### config.mk
export PLATFORM = sky130hd
export DESIGN_NAME = mac4_acc
export DESIGN_NICKNAME = d
export VERILOG_FILES = /design/src/rtl/mac4_acc.sv
export SDC_FILE = /design/constraint.sdc
export NUM_CORES = 1
export LEC_CHECK = 0
export ABC_AREA = 1
export BUFFER_PORTS_ARGS = -buffer_cell sky130_fd_sc_hd__buf_2
export CAP_MARGIN = 20
export CORE_MARGIN = 4
export CORE_UTILIZATION = 45
export CTS_CLUSTER_DIAMETER = 200
export DETAILED_ROUTE_END_ITERATION = 8
export GPL_TIMING_DRIVEN = 1
export PLACE_DENSITY = 0.6
export SYNTH_ARGS = -nofsm -noshare
export SYNTH_HDL_FRONTEND = slang
export SYNTH_SLANG_ARGS = --single-unit
### constraint.sdc
create_clock -name clk -period 4.37 [get_ports clk]
set_input_delay 0.2185 -clock clk [delete_from_list [all_inputs] [get_ports clk]]
set_output_delay 0.2185 -clock clk [all_outputs]
set_load 0.03 [all_outputs]
### src/rtl/mac4_acc.sv
// Multiply-accumulate stage: sums N_TERMS 4x4 products behind valid/ready handshakes.
// Define MAC4_ACC_SAT_EN to clamp the accumulator at all-ones instead of wrapping.

module mul4x4 (
  input  logic [3:0] a_i,
  input  logic [3:0] b_i,
  output logic [7:0] p_o
);
  // Shift-and-add array: one partial-product row per multiplier bit.
  always_comb begin
    // NOTE: p_o gets a value on every path before it is read, so no latch is inferred.
    p_o = '0;
    for (int i = 0; i < 4; i++) begin
      if (b_i[i]) p_o = p_o + (8'(a_i) << i);
    end
  end
endmodule

module mac4_acc #(
  parameter int ACC_W   = 16,
  parameter int N_TERMS = 8
) (
  input  logic             clk,
  input  logic             rst,
  input  logic             clr,
  input  logic             in_valid,
  output logic             in_ready,
  input  logic [3:0]       x,
  input  logic [3:0]       y,
  output logic             out_valid,
  input  logic             out_ready,
  output logic [ACC_W-1:0] acc_out,
  output logic             ovf
);
  typedef enum logic [1:0] {ACCUM, DRAIN, DONE} state_t;

  state_t           state_q, state_d;
  logic [7:0]       cnt_q, cnt_d;
  logic             op_vld_q, op_vld_d;
  logic             p_vld_q, p_vld_d;
  logic [ACC_W-1:0] acc_q, acc_d;
  logic             ovf_q, ovf_d;
  logic [3:0]       x_q, y_q;
  logic [7:0]       prod, prod_q;
  logic [ACC_W:0]   sum;
  logic             accept;

  mul4x4 u_mul (.a_i(x_q), .b_i(y_q), .p_o(prod));

  assign in_ready  = (state_q == ACCUM);
  assign out_valid = (state_q == DONE);
  assign acc_out   = acc_q;
  assign ovf       = ovf_q;
  assign accept    = in_valid && in_ready;
  assign sum       = {1'b0, acc_q} + (ACC_W+1)'(prod_q);

  always_comb begin
    state_d  = state_q;
    cnt_d    = cnt_q;
    op_vld_d = accept;
    p_vld_d  = op_vld_q;
    acc_d    = acc_q;
    ovf_d    = ovf_q;

    if (p_vld_q) begin
      ovf_d = ovf_q | sum[ACC_W];
`ifdef MAC4_ACC_SAT_EN
      acc_d = sum[ACC_W] ? '1 : sum[ACC_W-1:0];
`else
      acc_d = sum[ACC_W-1:0];
`endif
    end

    unique case (state_q)
      ACCUM: begin
        if (accept) begin
          cnt_d = cnt_q + 8'd1;
          if (cnt_q == 8'(N_TERMS - 1)) state_d = DRAIN;
        end
      end
      // With the operand stage empty, the product register's last term lands this edge.
      DRAIN: if (!op_vld_q) state_d = DONE;
      DONE: begin
        if (out_ready) begin
          state_d = ACCUM;
          cnt_d   = '0;
          acc_d   = '0;
          ovf_d   = 1'b0;
        end
      end
      default: state_d = ACCUM;
    endcase

    if (clr) begin
      state_d  = ACCUM;
      cnt_d    = '0;
      op_vld_d = 1'b0;
      p_vld_d  = 1'b0;
      acc_d    = '0;
      ovf_d    = 1'b0;
    end
  end

  always_ff @(posedge clk or posedge rst) begin
    // NOTE: sequential state uses non-blocking assignments so every register samples pre-edge values.
    if (rst) begin
      state_q  <= ACCUM;
      cnt_q    <= '0;
      op_vld_q <= 1'b0;
      p_vld_q  <= 1'b0;
      acc_q    <= '0;
      ovf_q    <= 1'b0;
    end else begin
      state_q  <= state_d;
      cnt_q    <= cnt_d;
      op_vld_q <= op_vld_d;
      p_vld_q  <= p_vld_d;
      acc_q    <= acc_d;
      ovf_q    <= ovf_d;
    end
  end

  // NOTE: pure data registers carry no reset; their valid bits decide whether they are used.
  always_ff @(posedge clk) begin
    if (accept) begin
      x_q <= x;
      y_q <= y;
    end
    if (op_vld_q) prod_q <= prod;
  end
endmodule

# After elaboration in Yosys (flattened, before gate mapping)
# Index checks and enable logic that the tools add are counted.
classes:
  addsub: 5
  n_mux: 24
  eq_ne: 7
  reduce_logical: 5
  n_bitwise: 1
op_table:
  columns: ["cell", "count"]
  rows:
  - ["$mux 16", 4]
  - ["$mux 8", 6]
  - ["$add 16x8->17", 1]
  - ["$pmux 8 s2", 1]
  - ["$mux 2", 5]
  - ["$ne 3x2->1 const B", 3]
  - ["$add 8x1->8 const B", 1]
  - ["$add 8x5->8", 1]
  - ["$add 8x6->8", 1]
  - ["$add 8x7->8", 1]
  - ["$eq 8x3->1 const B", 1]
  - ["$mux 1", 6]
  - ["$pmux 2 s3", 1]
  - ["$mux 4", 1]
  - ["$reduce_and 4->1", 1]
  - ["$ne 3x3->1 const B", 1]
  - ["$reduce_and 3->1", 1]
  - ["$reduce_bool 3->1", 1]
  - ["$eq 2x1->1 const B", 1]
  - ["$eq 2x2->1 const B", 1]
  - ["$logic_not 2->1", 1]
  - ["$logic_and 1x1->1", 1]
  - ["$or 1x1->1", 1]
word_totals:
  ff_bits: 45
  input_bits: 13

# Longest topological paths before layout
# Gate-level depths: netlist of run 1.
logic_depth:
  ltp_word: 7
  mapped_depth: 20

# Modules after synthesis
# From an unflattened synthesis of run 1, not the netlist that was laid out.
unflattened:
  hier_cells: 397
  area_unflattened_um2: 3047.9
by_module_without_submodules:
  columns: ["mod", "area_each_um2", "cells_per_inst", "instances"]
  rows:
  - ["mac4_acc", 2432.3, 298, 1]
  - ["mul4x4", 615.6, 99, 1]

# Worst setup path after synthesis of run 1
# OpenSTA, ideal clock, no wires.
synth_timing:
  path_type: "reg-to-reg"
  from: "reg x_q[1]"
  to: "reg prod_q[4], data pin"
  synth_period_minus_slack_ns: 3.415
  arrival_time_ns: 3.285
  slack_ns: 0.955
  path_stages_with_launch: 17
  path_cell_list: "edfxtp_1 > nand2_1 > inv_1 > ha_1 > inv_1 > fa_1 > o21ai_0 > ha_1 > inv_1 > fa_1 > nand2_1 > and2_1 > ha_1 > inv_1 > fa_1 > or2_2 > nand2_1"
synth_via:
  elab_chain_len: 7
synth_lines:
  columns: ["item", "line", "source"]
  rows:
  - ["start, declared", "43", "logic [3:0] x_q, y_q;"]
  - ["start signal, assigned", "126", "x_q <= x;"]
  - ["$mux 4", "14", "if (b_i[i]) p_o = p_o + (8'(a_i) << i);"]
  - ["$add 8x5->8", "14", null]
  - ["$mux 8", "14", null]
  - ["$add 8x6->8", "14", null]
  - ["$mux 8", "14", null]
  - ["$add 8x7->8", "14", null]
  - ["$mux 8 (*)", "14", null]
  - ["named net prod[4]", "44", "logic [7:0] prod, prod_q;"]
  - ["end signal, assigned", "129", "if (op_vld_q) prod_q <= prod;"]
  - ["end, declared", "44", null]
# Mark *: on every way through the listed nets, which the timed path passes. The rest lies on a longest branch.
# A chain may end at the register's enable or synchronous reset.

# Worst setup path after layout of run 1
# Same ends and word-level chain as after synthesis.

==> impl_metrics.prom, run 1 <==
# TYPE chip_impl_metric gauge
chip_impl_info{name="status",value="completed"} 1
chip_impl_metric{name="drt-vias-per-instance",unit=""} 5.05
chip_impl_metric{name="dr.pass1.iters",unit=""} 4
chip_impl_metric{name="gp_routability_congestion",unit=""} 0.851
chip_impl_info{name="synth.area.top_cells",value="sky130_fd_sc_hd__dfrtp_1 (24%), sky130_fd_sc_hd__edfxtp_1 (16%), sky130_fd_sc_hd__nand2_1 (12%), sky130_fd_sc_hd__ha_1 (8.4%), sky130_fd_sc_hd__nand3_1 (6.7%)"} 1
chip_impl_info{name="synth_commonest_cells",value="sky130_fd_sc_hd__nand2_1 (96), sky130_fd_sc_hd__inv_1 (53), sky130_fd_sc_hd__nand3_1 (40)"} 1
chip_impl_info{name="cp-end-kind",value="register"} 1
chip_impl_metric{name="synth_register_bits",unit=""} 45
chip_impl_metric{name="synth_cells",unit=""} 376
chip_impl_info{name="post-synth-top-count-cell",value="sky130_fd_sc_hd__nand2_1"} 1
chip_impl_metric{name="io_buffer_count",unit=""} 31
chip_impl_metric{name="post_synth_instance_area",unit="um^2"} 2980
chip_impl_metric{name="final_layout_size_suffix_gt1_share",unit="%"} 14.5
chip_impl_metric{name="finalCritPeriodShare",unit="%"} 84.2
chip_impl_metric{name="cts.sink_count",unit=""} 45
chip_impl_metric{name="min_period",unit="ps"} 3680
chip_impl_metric{name="fp-row-count",unit=""} 29
chip_impl_metric{name="finalMaxSlewViolations",unit=""} 0
chip_impl_metric{name="max-vdd-ir-drop",unit="uV"} 191
chip_impl_metric{name="fin_worst_hold_slack",unit="ps"} 90.1
chip_impl_info{name="tritoncts_clock_tree",value="done"} 1
chip_impl_metric{name="die_y",unit="um"} 89.4
chip_impl_metric{name="timing.setup.tns",unit="ps"} 0
chip_impl_metric{name="wire_per_inst",unit="um"} 12.0
chip_impl_info{name="worst_r2r_startpoint",value="x_q[1]"} 1
chip_impl_metric{name="required_time_at_the_worst_slack_endpoint",unit="ps"} 4550
chip_impl_metric{name="area_share_of_the_largest_cell_type_after_synthesis",unit="%"} 24.4
chip_impl_info{name="r2r-end",value="prod_q[4]"} 1
chip_impl_metric{name="synth-seq-area-share",unit="%"} 40.5
chip_impl_metric{name="post_synth_num_cell_types",unit=""} 36
chip_impl_info{name="cpMaxStageDelayCell",value="sky130_fd_sc_hd__fa_1"} 1
chip_impl_metric{name="place_hpwl",unit="mm"} 4.63
chip_impl_info{name="grt_setup_unrepaired",value="no"} 1
chip_impl_metric{name="grt_pass1_vias",unit=""} 2256
chip_impl_metric{name="power.density",unit="nW/um^2"} 351
chip_impl_metric{name="report.power.total",unit="mW"} 1.17
chip_impl_metric{name="critical_path_buf_inv_count",unit=""} 4
chip_impl_metric{name="grt.total_usage",unit="%"} 16.3
chip_impl_info{name="critical_path_class",value="reg2reg"} 1
chip_impl_metric{name="post-place-cells",unit=""} 482
chip_impl_metric{name="initial_cell_density_of_the_core",unit="%"} 46.6
chip_impl_metric{name="post_synth_edffs",unit=""} 16
chip_impl_metric{name="number_of_buffers_inserted_during_clock_tree_synthesis",unit=""} 5
chip_impl_metric{name="ff2ff_setup_slack",unit="ps"} 690
chip_impl_info{name="hp-class",value="in2reg"} 1
chip_impl_info{name="critical_path.top_delay_family",value="adder cells"} 1
chip_impl_info{name="critPathLaunchType",value="register"} 1
chip_impl_metric{name="timing.final.setup_violations",unit=""} 0
chip_impl_metric{name="wl",unit="mm"} 5.91
chip_impl_metric{name="worst-path-stages",unit=""} 16
chip_impl_metric{name="dieWidth",unit="um"} 89.4
chip_impl_metric{name="detailed_place.area",unit="um^2"} 3220
chip_impl_metric{name="final-hold-violation-count",unit=""} 0
chip_impl_metric{name="worst_r2r_path_depth",unit=""} 16
chip_impl_metric{name="fin_nets",unit=""} 451
chip_impl_info{name="ctsRootBufferMaster",value="sky130_fd_sc_hd__clkbuf_8"} 1
chip_impl_metric{name="via_count",unit=""} 2487
chip_impl_info{name="worst_path_most_repeated_cell",value="sky130_fd_sc_hd__inv_1"} 1
chip_impl_metric{name="critical_path_arrival",unit="ps"} 3860
chip_impl_metric{name="initial_antenna_violation_count",unit=""} 0
chip_impl_metric{name="floorplan.core_area",unit="um^2"} 6390
chip_impl_metric{name="clk_path_buf_depth",unit=""} 2
chip_impl_metric{name="clk-insertion-delay-late",unit="ps"} 300
chip_impl_metric{name="design.die.area",unit="um^2"} 7990
chip_impl_metric{name="htreeDepth",unit=""} 2
chip_impl_metric{name="timing.fmax",unit="MHz"} 272
chip_impl_metric{name="synth.yosys.warnings",unit=""} 0
chip_impl_metric{name="critPathMaxStageDelay",unit="ps"} 480
chip_impl_metric{name="clkSlewWorstSetupHoldPaths",unit="ps"} 90
chip_impl_info{name="synth_largest_area_cell",value="sky130_fd_sc_hd__dfrtp_1"} 1
chip_impl_metric{name="grt_pass1_wl",unit="mm"} 10.3
chip_impl_info{name="timing.critical_path.from",value="x_q[1]"} 1
chip_impl_metric{name="timing.max_slew.rel_slack",unit="%"} 44.6
chip_impl_metric{name="antenna_left",unit=""} 0
chip_impl_metric{name="number_of_fill_cells",unit=""} 617
chip_impl_info{name="cp-endpoint",value="prod_q[4]"} 1
chip_impl_info{name="crit_chain",value="nand2_1 > inv_1 > ha_1 > inv_1 > fa_1 > o21ai_0 > ha_1 > inv_1 > fa_1 > nand2_1 > and2_1 > ha_1 > inv_1 > fa_1 > or2_2 > nand2_1"} 1
chip_impl_metric{name="p_leak",unit="nW"} 1.74
chip_impl_info{name="ys.flop_type",value="sky130_fd_sc_hd__dfrtp_1"} 1
chip_impl_metric{name="initialDrtViolationCount",unit=""} 82
chip_impl_metric{name="antennaDiodeCount",unit=""} 0
chip_impl_metric{name="drcViolationCount",unit=""} 0
chip_impl_metric{name="io_pins",unit=""} 32
chip_impl_metric{name="postSynthNetCount",unit=""} 413
chip_impl_metric{name="grt_start_max_net_pins",unit=""} 30
chip_impl_metric{name="final_cell_count_no_fill",unit=""} 492
chip_impl_metric{name="cts_setup_buffers",unit=""} 0
chip_impl_metric{name="max_cap_violations",unit=""} 0
chip_impl_metric{name="layout-area-overhead-vs-synth",unit="%"} 12.1
chip_impl_metric{name="synth_async_sr_flop_share",unit="%"} 64.4
chip_impl_metric{name="worst_clock_skew",unit="ps"} 13.3
chip_impl_metric{name="crit_fanout",unit=""} 5
chip_impl_metric{name="gr-total-overflow",unit=""} 0
chip_impl_metric{name="transition_at_the_pin_with_the_smallest_max_transition_slack",unit="ps"} 832
chip_impl_metric{name="synth.avg_cell_area",unit="um^2"} 7.92
chip_impl_metric{name="layout.cell_area.non_filler",unit="um^2"} 3340
==> cells in the final DEF (no fill, tap or decap), drive strengths merged <==
cell type	count
nor3	9
o31ai	1
and2	2
xnor2	2
a21o	3
ha	20
a21boi	2
nor4	1
o21ai	9
clkbuf	8
o211ai	4
clkinv	1
o21bai	2
nand3b	1
nand3	43
inv	56
dlygate4sd3	1
buf	32
or2	3
a2bb2oi	1
nand2	98
dfrtp	29
xor2	2
a211oi	1
edfxtp	16
fa	4
nand4	5
a21oi	17
nor2	42
==> timing repair <==
action / 4_1_cts / 5_1_grt
resized for setup: 0 / 0
hold buffers: 1 / 0
endpoints found under the hold margin: 29 / 0
==> stage by stage <==
step / worst slack (ps) / util, %
3_5_place_dp: 705 / 50.4
3_3_place_gp: 849 / 50.4
4_1_cts: 682 / 52.2
6_report: 689 / 52.3
5_1_grt: 465 / 52.3
2_1_floorplan: 955 / -
==> worst min-delay path by stage <==
stage / from / to / slack (ps) / depth (start not counted)
2_1_floorplan: rst / acc_out[0] / 300 / 1
3_3_place_gp: rst / cnt_q[5] / 320 / 3
3_5_place_dp: rst / cnt_q[5] / 320 / 3
4_1_cts: x[0] / x_q[0] / 80 / 1
5_1_grt: y[0] / y_q[0] / 70 / 1
6_report: x[0] / x_q[0] / 90 / 1
==> per-layer routing <==
layer,track usage [%],vias to the layer above,wire [um]
li1,-,1308,-
met1,22.2,1110,2830
met2,26.4,57,2710
met3,2.86,12,264
met4,5.41,0,99
met5,0,-,0
==> sequential cells by signal, indices dropped and copies added (netlist names) <==
register	cells
y_q	4
prod_q	8
p_vld_q	1
acc_out	16
op_vld_q	1
state_q	2
ovf	1
cnt_q	8
x_q	4
==> power breakdown <==
group          leakage [nW]  switching, mW  internal, mW
clock                0.0536          0.151         0.149
combinational          1.14          0.215         0.131
sequential            0.549         0.0434         0.484
total                  1.74          0.410         0.764
==> cells by family (layout without fill, tap and decap cells) <==
logic type	count (synthesis)	after routing	synth area share (%)
flops	45	45	40.5
compound gates	40	40	8.44
buf+inv	59	98	7.85
fa+ha+maj	24	24	11.1
simple gates	204	204	31.0
xor+xnor	4	4	1.18
==> layout make-up <==
| type | count | area (um^2) | area share, % |
|---|---|---|---|
| Clock inverter | 1 | 8.76 | 0.262 |
| Inverter | 56 | 213 | 6.37 |
| Sequential cell | 45 | 1210 | 36.1 |
| Clock buffer | 7 | 97.6 | 2.92 |
| Tap cell | 77 | 96.3 | 2.88 |
| Timing Repair Buffer | 34 | 180 | 5.39 |
| Multi-Input combinational cell | 272 | 1540 | 46.1 |
(Power assumes the default switching activity.)
==> inputs of run 2 (changes only) <==
PLACE_DENSITY = 0.62   (was 0.6)
clock period = 3 ns   (was 4.37 ns; I/O delays follow)
==> impl_metrics.prom, run 2 (synthesis results as in run 1) <==
# TYPE chip_impl_metric gauge
chip_impl_metric{name="grt.total_usage",unit="%"} 16.9
chip_impl_metric{name="die_y",unit="um"} 89.4
chip_impl_metric{name="comb_power_share",unit="%"} 35.5
chip_impl_metric{name="place_hpwl",unit="mm"} 4.77
chip_impl_metric{name="drcViolationCount",unit=""} 0
chip_impl_metric{name="groute.layer.met2.usage",unit="%"} 29.7
chip_impl_info{name="cp-end-kind",value="register"} 1
chip_impl_info{name="cpMaxStageDelayCell",value="sky130_fd_sc_hd__fa_2"} 1
chip_impl_metric{name="initialDrtViolationCount",unit=""} 66
chip_impl_info{name="critical_path_class",value="reg2reg"} 1
chip_impl_metric{name="max-vdd-ir-drop",unit="uV"} 320
chip_impl_metric{name="clk_path_buf_depth",unit=""} 2
chip_impl_metric{name="transition_at_the_pin_with_the_smallest_max_transition_slack",unit="ps"} 432
chip_impl_metric{name="timing.final.setup_violations",unit=""} 4
chip_impl_metric{name="share_clk_of_total_power",unit="%"} 21.1
chip_impl_metric{name="grt_pass1_wl",unit="mm"} 10.7
chip_impl_info{name="tritoncts_clock_tree",value="done"} 1
chip_impl_metric{name="finalCritPeriodShare",unit="%"} 109
chip_impl_metric{name="final-hold-violation-count",unit=""} 0
chip_impl_metric{name="grt_pass1_vias",unit=""} 2482
chip_impl_info{name="globalRoute.busiestLayer",value="met2"} 1
chip_impl_metric{name="design.die.area",unit="um^2"} 7990
chip_impl_metric{name="finalMaxSlewViolations",unit=""} 0
chip_impl_metric{name="grt_start_max_net_pins",unit=""} 30
chip_impl_metric{name="io_pins",unit=""} 32
chip_impl_metric{name="global_route.usage.met3",unit="%"} 3.50
chip_impl_metric{name="via_count",unit=""} 2585
chip_impl_info{name="layout.cells.most_common_list",value="sky130_fd_sc_hd__nand2_1 (94), sky130_fd_sc_hd__inv_1 (49), sky130_fd_sc_hd__nand3_1 (40)"} 1
chip_impl_metric{name="largest_reg_flops",unit=""} 16
chip_impl_metric{name="io_buffer_count",unit=""} 31
chip_impl_metric{name="timing.fmax",unit="MHz"} 304
chip_impl_metric{name="critical_path_buf_inv_count",unit=""} 4
chip_impl_metric{name="post-place-cells",unit=""} 504
chip_impl_metric{name="worst_clock_skew",unit="ps"} 10.3
chip_impl_metric{name="htreeDepth",unit=""} 2
chip_impl_metric{name="wl",unit="mm"} 6.10
chip_impl_metric{name="gr-total-overflow",unit=""} 0
chip_impl_metric{name="critical_path_arrival",unit="ps"} 3350
chip_impl_metric{name="final_worst_slack",unit="ps"} -284
chip_impl_metric{name="dieWidth",unit="um"} 89.4
chip_impl_metric{name="switching_share",unit="%"} 35.1
chip_impl_info{name="failed_checks",value="setup timing"} 1
chip_impl_metric{name="antenna_left",unit=""} 0
chip_impl_info{name="grt_setup_unrepaired",value="yes"} 1
chip_impl_metric{name="initial_cell_density_of_the_core",unit="%"} 46.6
chip_impl_metric{name="fin_nets",unit=""} 475
chip_impl_metric{name="number_of_buffers_inserted_during_clock_tree_synthesis",unit=""} 5
chip_impl_metric{name="cts.sink_count",unit=""} 45
chip_impl_metric{name="clk-insertion-delay-late",unit="ps"} 300
chip_impl_metric{name="power.density",unit="nW/um^2"} 488
chip_impl_info{name="critical_path.top_delay_family",value="adder cells"} 1
chip_impl_metric{name="clkSlewWorstSetupHoldPaths",unit="ps"} 90
chip_impl_metric{name="crit_fanout",unit=""} 2
chip_impl_metric{name="p_leak",unit="nW"} 1.86
chip_impl_metric{name="power.switching",unit="uW"} 613
chip_impl_info{name="ctsRootBufferMaster",value="sky130_fd_sc_hd__clkbuf_8"} 1
chip_impl_metric{name="wire_per_inst",unit="um"} 11.8
chip_impl_info{name="critPathLaunchType",value="register"} 1
chip_impl_metric{name="initial_antenna_violation_count",unit=""} 0
chip_impl_info{name="most_common_library_cell_in_the_layout_ignoring_fill_and_taps",value="sky130_fd_sc_hd__nand2_1"} 1
chip_impl_metric{name="drt-vias-per-instance",unit=""} 5.01
chip_impl_metric{name="finalCoreUtilization",unit="%"} 56.1
chip_impl_metric{name="floorplan.core_area",unit="um^2"} 6390
chip_impl_metric{name="final_layout_size_suffix_gt1_share",unit="%"} 23.2
chip_impl_metric{name="required_time_at_the_worst_slack_endpoint",unit="ps"} 3060
chip_impl_metric{name="timing.setup.tns",unit="ps"} -916
chip_impl_metric{name="antennaDiodeCount",unit=""} 0
chip_impl_metric{name="pwr-share-seq",unit="%"} 43.3
chip_impl_metric{name="fp-row-count",unit=""} 29
chip_impl_metric{name="final_cell_count_no_fill",unit=""} 516
chip_impl_metric{name="timing.max_slew.rel_slack",unit="%"} 71.0
chip_impl_metric{name="critPathMaxStageDelay",unit="ps"} 500
chip_impl_metric{name="intPower",unit="mW"} 1.13
chip_impl_metric{name="report.power.total",unit="mW"} 1.75
chip_impl_info{name="hp-class",value="in2reg"} 1
chip_impl_metric{name="grt.met1_usage",unit="%"} 21.1
chip_impl_metric{name="layout-area-overhead-vs-synth",unit="%"} 20.2
chip_impl_metric{name="min_period",unit="ps"} 3280
chip_impl_metric{name="gp_routability_congestion",unit=""} 0.838
chip_impl_metric{name="dr.pass1.iters",unit=""} 5
chip_impl_metric{name="max_cap_violations",unit=""} 0
chip_impl_info{name="status",value="complete, but fails checks"} 1
chip_impl_info{name="crit_chain",value="nand2_1 > inv_1 > ha_2 > inv_2 > fa_1 > o21ai_2 > ha_2 > inv_2 > fa_1 > nand2_1 > and2_4 > ha_4 > inv_2 > fa_2 > or2_4 > nand2_1"} 1
[run 2: changes by cell type in the layout (fill, tap and decap cells not counted), moves of 2 or more]
cell / before / now
sky130_fd_sc_hd__ha_4: 0 / 3
sky130_fd_sc_hd__nand2_2: 2 / 4
sky130_fd_sc_hd__inv_2: 2 / 6
sky130_fd_sc_hd__a21oi_2: 0 / 2
sky130_fd_sc_hd__ha_2: 0 / 2
sky130_fd_sc_hd__inv_1: 53 / 49
sky130_fd_sc_hd__nand2_1: 96 / 94
sky130_fd_sc_hd__ha_1: 20 / 15
sky130_fd_sc_hd__buf_4: 1 / 25
sky130_fd_sc_hd__a21oi_1: 17 / 15
[run 2: layer usage]
| layer | wire (um) | vias up | share of wire [%] |
|---|---|---|---|
| met5 | 0 | - | 0 |
| met4 | 64 | 0 | 1.0 |
| met3 | 228 | 8 | 3.7 |
| met2 | 2990 | 46 | 49 |
| met1 | 2820 | 1182 | 46 |
| li1 | - | 1349 | - |
[run 2: cell type report]
class / count / area, um^2
Multi-Input combinational cell: 272 / 1620
Timing Repair Buffer: 58 / 358
Fill cell: 611 / 2810
Inverter: 56 / 213
Sequential cell: 45 / 1210
Clock buffer: 5 / 68.8
Clock inverter: 3 / 17.5
Tap cell: 77 / 96.3
[run 2: power by group through the flow]
stage	sequential (mW)	clock (mW)	combinational, mW
finish	0.757	0.369	0.620
global route	0.764	0.415	0.711
CTS	0.758	0.384	0.597
detailed placement	0.771	0	0.581
global placement	0.769	0	0.569
floorplan	0.787	0	0.389
[run 2: path summary, 6_finish.rpt]
path	cells past startpoint	endpoint	start	slack, ps
setup / recovery	16	prod_q[4]	x_q[1]	-280
hold / removal	1	x_q[1]	x[1]	20
setup reg to reg	16	prod_q[4]	x_q[1]	-280
hold reg to reg	1	cnt_q[0]	cnt_q[0]	520
max in group asynchronous	4	acc_out[2]	rst	2240
min in group asynchronous	4	cnt_q[3]	rst	460
[run 2: through the flow]
step,instance area [um^2],hold slack [ps],setup WS [ps]
CTS,3520,13.3,-283
global placement,3400,243,-280
finish,3580,19.2,-284
global route,3580,8.49,-439
detailed placement,3400,249,-295
floorplan,3000,227,-224
[run 2: repair_timing]
item | 4_1_cts | 5_1_grt
setup buffers | 2 | 0
pin swaps | 1 | 6
setup endpoints to repair | 4 | 4
hold endpoints to repair | 29 | 0
gates resized for setup | 4 | 9
hold buffers | 1 | 0
==> inputs of run 3 (changes only) <==
SLEW_MARGIN = 10   (was not set)
clock period = 2.95 ns   (was 3 ns; I/O delays follow)
==> impl_metrics.prom, run 3 (synthesis results as in run 1) <==
# TYPE chip_impl_metric gauge
chip_impl_metric{name="p_leak",unit="nW"} 1.97
chip_impl_metric{name="sequential_cell_area",unit="um^2"} 1210
chip_impl_metric{name="gp_routability_congestion",unit=""} 0.839
chip_impl_metric{name="clkSlewWorstSetupHoldPaths",unit="ps"} 80
chip_impl_metric{name="transition_at_the_pin_with_the_smallest_max_transition_slack",unit="ps"} 388
chip_impl_metric{name="timing.max_slew.rel_slack",unit="%"} 73.9
chip_impl_metric{name="gr-total-overflow",unit=""} 0
chip_impl_metric{name="grt_pass1_wl",unit="mm"} 11.5
chip_impl_metric{name="place_hpwl",unit="mm"} 4.80
chip_impl_info{name="ctsRootBufferMaster",value="sky130_fd_sc_hd__clkbuf_8"} 1
chip_impl_metric{name="drcViolationCount",unit=""} 0
chip_impl_info{name="critPathLaunchType",value="register"} 1
chip_impl_info{name="most_common_library_cell_in_the_layout_ignoring_fill_and_taps",value="sky130_fd_sc_hd__nand2_1"} 1
chip_impl_metric{name="grt_pass1_vias",unit=""} 2711
chip_impl_metric{name="timing.final.setup_violations",unit=""} 4
chip_impl_info{name="worstHoldStart",value="y[0]"} 1
chip_impl_metric{name="timing.hold.worst_path_depth",unit=""} 1
chip_impl_metric{name="largest_reg_flops",unit=""} 16
chip_impl_info{name="hold_end",value="y_q[0]"} 1
chip_impl_info{name="grt_setup_unrepaired",value="yes"} 1
chip_impl_metric{name="antennaDiodeCount",unit=""} 0
chip_impl_metric{name="finalCoreUtilization",unit="%"} 59.5
chip_impl_metric{name="number_of_fill_cells",unit=""} 569
chip_impl_info{name="critical_path_class",value="reg2reg"} 1
chip_impl_metric{name="fp-row-count",unit=""} 29
chip_impl_metric{name="htreeDepth",unit=""} 2
chip_impl_metric{name="initial_cell_density_of_the_core",unit="%"} 46.6
chip_impl_info{name="tritoncts_clock_tree",value="done"} 1
chip_impl_metric{name="power.density",unit="nW/um^2"} 510
chip_impl_metric{name="clk_path_buf_depth",unit=""} 2
chip_impl_metric{name="wire_per_inst",unit="um"} 12.6
chip_impl_metric{name="number_of_buffers_inserted_during_clock_tree_synthesis",unit=""} 5
chip_impl_info{name="layout.cells.most_common_list",value="sky130_fd_sc_hd__nand2_1 (91), sky130_fd_sc_hd__inv_1 (49), sky130_fd_sc_hd__buf_4 (44)"} 1
chip_impl_metric{name="final_layout_size_suffix_gt1_share",unit="%"} 27.8
chip_impl_metric{name="min_period",unit="ps"} 3380
chip_impl_metric{name="timing.fmax",unit="MHz"} 296
chip_impl_metric{name="fin_worst_hold_slack",unit="ps"} 22.7
chip_impl_metric{name="cts.sink_count",unit=""} 45
chip_impl_metric{name="finalMaxSlewViolations",unit=""} 0
chip_impl_metric{name="final_worst_slack",unit="ps"} -431
chip_impl_metric{name="max-vdd-ir-drop",unit="uV"} 291
chip_impl_metric{name="wl",unit="mm"} 6.76
chip_impl_metric{name="worst_clock_skew",unit="ps"} 8.17
chip_impl_metric{name="final-hold-violation-count",unit=""} 0
chip_impl_info{name="worst_r2r_startpoint",value="y_q[0]"} 1
chip_impl_metric{name="dieWidth",unit="um"} 89.4
chip_impl_metric{name="required_time_at_the_worst_slack_endpoint",unit="ps"} 3120
chip_impl_metric{name="io_buffer_count",unit=""} 31
chip_impl_metric{name="via_count",unit=""} 2698
chip_impl_metric{name="max_cap_violations",unit=""} 0
chip_impl_metric{name="die_y",unit="um"} 89.4
chip_impl_metric{name="area_used_by_multi_input_combinational_logic",unit="um^2"} 1650
chip_impl_metric{name="critical_path_arrival",unit="ps"} 3550
chip_impl_metric{name="floorplan.core_area",unit="um^2"} 6390
chip_impl_metric{name="drt-vias-per-instance",unit=""} 5.02
chip_impl_info{name="status",value="complete, but fails checks"} 1
chip_impl_metric{name="antenna_left",unit=""} 0
chip_impl_metric{name="initial_antenna_violation_count",unit=""} 0
chip_impl_info{name="cp-end-kind",value="register"} 1
chip_impl_metric{name="design.die.area",unit="um^2"} 7990
chip_impl_info{name="timing.critical_path.from",value="y_q[0]"} 1
chip_impl_metric{name="worst_r2r_path_depth",unit=""} 16
chip_impl_metric{name="fin_nets",unit=""} 496
chip_impl_metric{name="layout-area-overhead-vs-synth",unit="%"} 27.6
chip_impl_info{name="hp-class",value="in2reg"} 1
chip_impl_info{name="r2r-end",value="prod_q[4]"} 1
chip_impl_info{name="failed_checks",value="setup timing"} 1
chip_impl_metric{name="grt.total_usage",unit="%"} 18.4
chip_impl_metric{name="io_pins",unit=""} 32
chip_impl_metric{name="clk-insertion-delay-late",unit="ps"} 300
chip_impl_metric{name="crit_fanout",unit=""} 2
chip_impl_metric{name="ff2ff_setup_slack",unit="ps"} -430
chip_impl_metric{name="dr.pass1.iters",unit=""} 4
chip_impl_metric{name="setup_ws_pre_cts",unit="ps"} -378
chip_impl_metric{name="initialDrtViolationCount",unit=""} 99
chip_impl_metric{name="finalCritPeriodShare",unit="%"} 115
chip_impl_metric{name="grt_start_max_net_pins",unit=""} 30
[run 3: cell count changes in the layout (fill, tap and decap cells not counted), sizes merged]
cell    delta
buf       +21
clkinv     -2
bufinv     +1
clkbuf     +1
[run 3: power breakdown]
group	internal (mW)	switching [mW]
Sequential	0.717	0.0560
Combinational	0.319	0.382
Clock	0.254	0.211
Total	1.29	0.649
[run 3: through the flow]
step | power (mW) | setup TNS (ps) | std cells | area, um^2
floorplan | 1.20 | -842 | 376 | 3000
global placement | 1.36 | -1100 | 506 | 3410
detailed placement | 1.38 | -1400 | 506 | 3410
CTS | 1.94 | -1890 | 546 | 3790
global route | 2.08 | -2190 | 537 | 3800
finish | 1.94 | -1490 | 537 | 3800
[run 3: per-layer routing]
layer / track usage (%) / up-vias / part of all wire [%]
met2: 32.6 / 44 / 50
li1: - / 1393 / -
met5: 0 / - / 0
met4: 7.44 / 0 / 2.0
met1: 21.9 / 1250 / 45
met3: 3.13 / 11 / 3.1
[run 3: final cells by class]
class | count | share of cell area [%]
multi-input cells | 272 | 43.3
clock inverters | 2 | 1.02
clock buffers | 6 | 1.91
well taps | 77 | 2.53
inverters | 56 | 5.60
repair buffers | 79 | 13.9
flip-flops and latches | 45 | 31.7
[run 3: what timing repair did]
| item | 4_1_cts | 5_1_grt |
|---|---|---|
| gates resized for setup | 5 | 18 |
| hold buffers | 1 | 0 |
| setup endpoints to repair | 4 | 6 |
| hold endpoints to repair | 29 | 0 |
| pin swaps | 2 | 9 |
| setup buffers | 31 | 2 |
[run 3: critical path, cell delays in order, from the launching register on]
cell and delay, ps:
sky130_fd_sc_hd__edfxtp_1 440, sky130_fd_sc_hd__nand2_2 110, sky130_fd_sc_hd__inv_2 50, sky130_fd_sc_hd__ha_4 150, sky130_fd_sc_hd__inv_2 50, sky130_fd_sc_hd__fa_1 420
sky130_fd_sc_hd__o21ai_2 170, sky130_fd_sc_hd__ha_2 200, sky130_fd_sc_hd__inv_2 40, sky130_fd_sc_hd__fa_2 530, sky130_fd_sc_hd__nand2_2 60, sky130_fd_sc_hd__and2_4 150
sky130_fd_sc_hd__ha_4 150, sky130_fd_sc_hd__inv_2 40, sky130_fd_sc_hd__fa_1 390, sky130_fd_sc_hd__or2_4 240, sky130_fd_sc_hd__nand2_2 60
[run 3: how the worst max path moves through the flow]
stage / end / cells after the start
floorplan: prod_q[5] / 17
global placement: prod_q[7] / 16
detailed placement: prod_q[7] / 16
CTS: prod_q[5] / 17
global route: prod_q[4] / 16
finish: prod_q[4] / 16
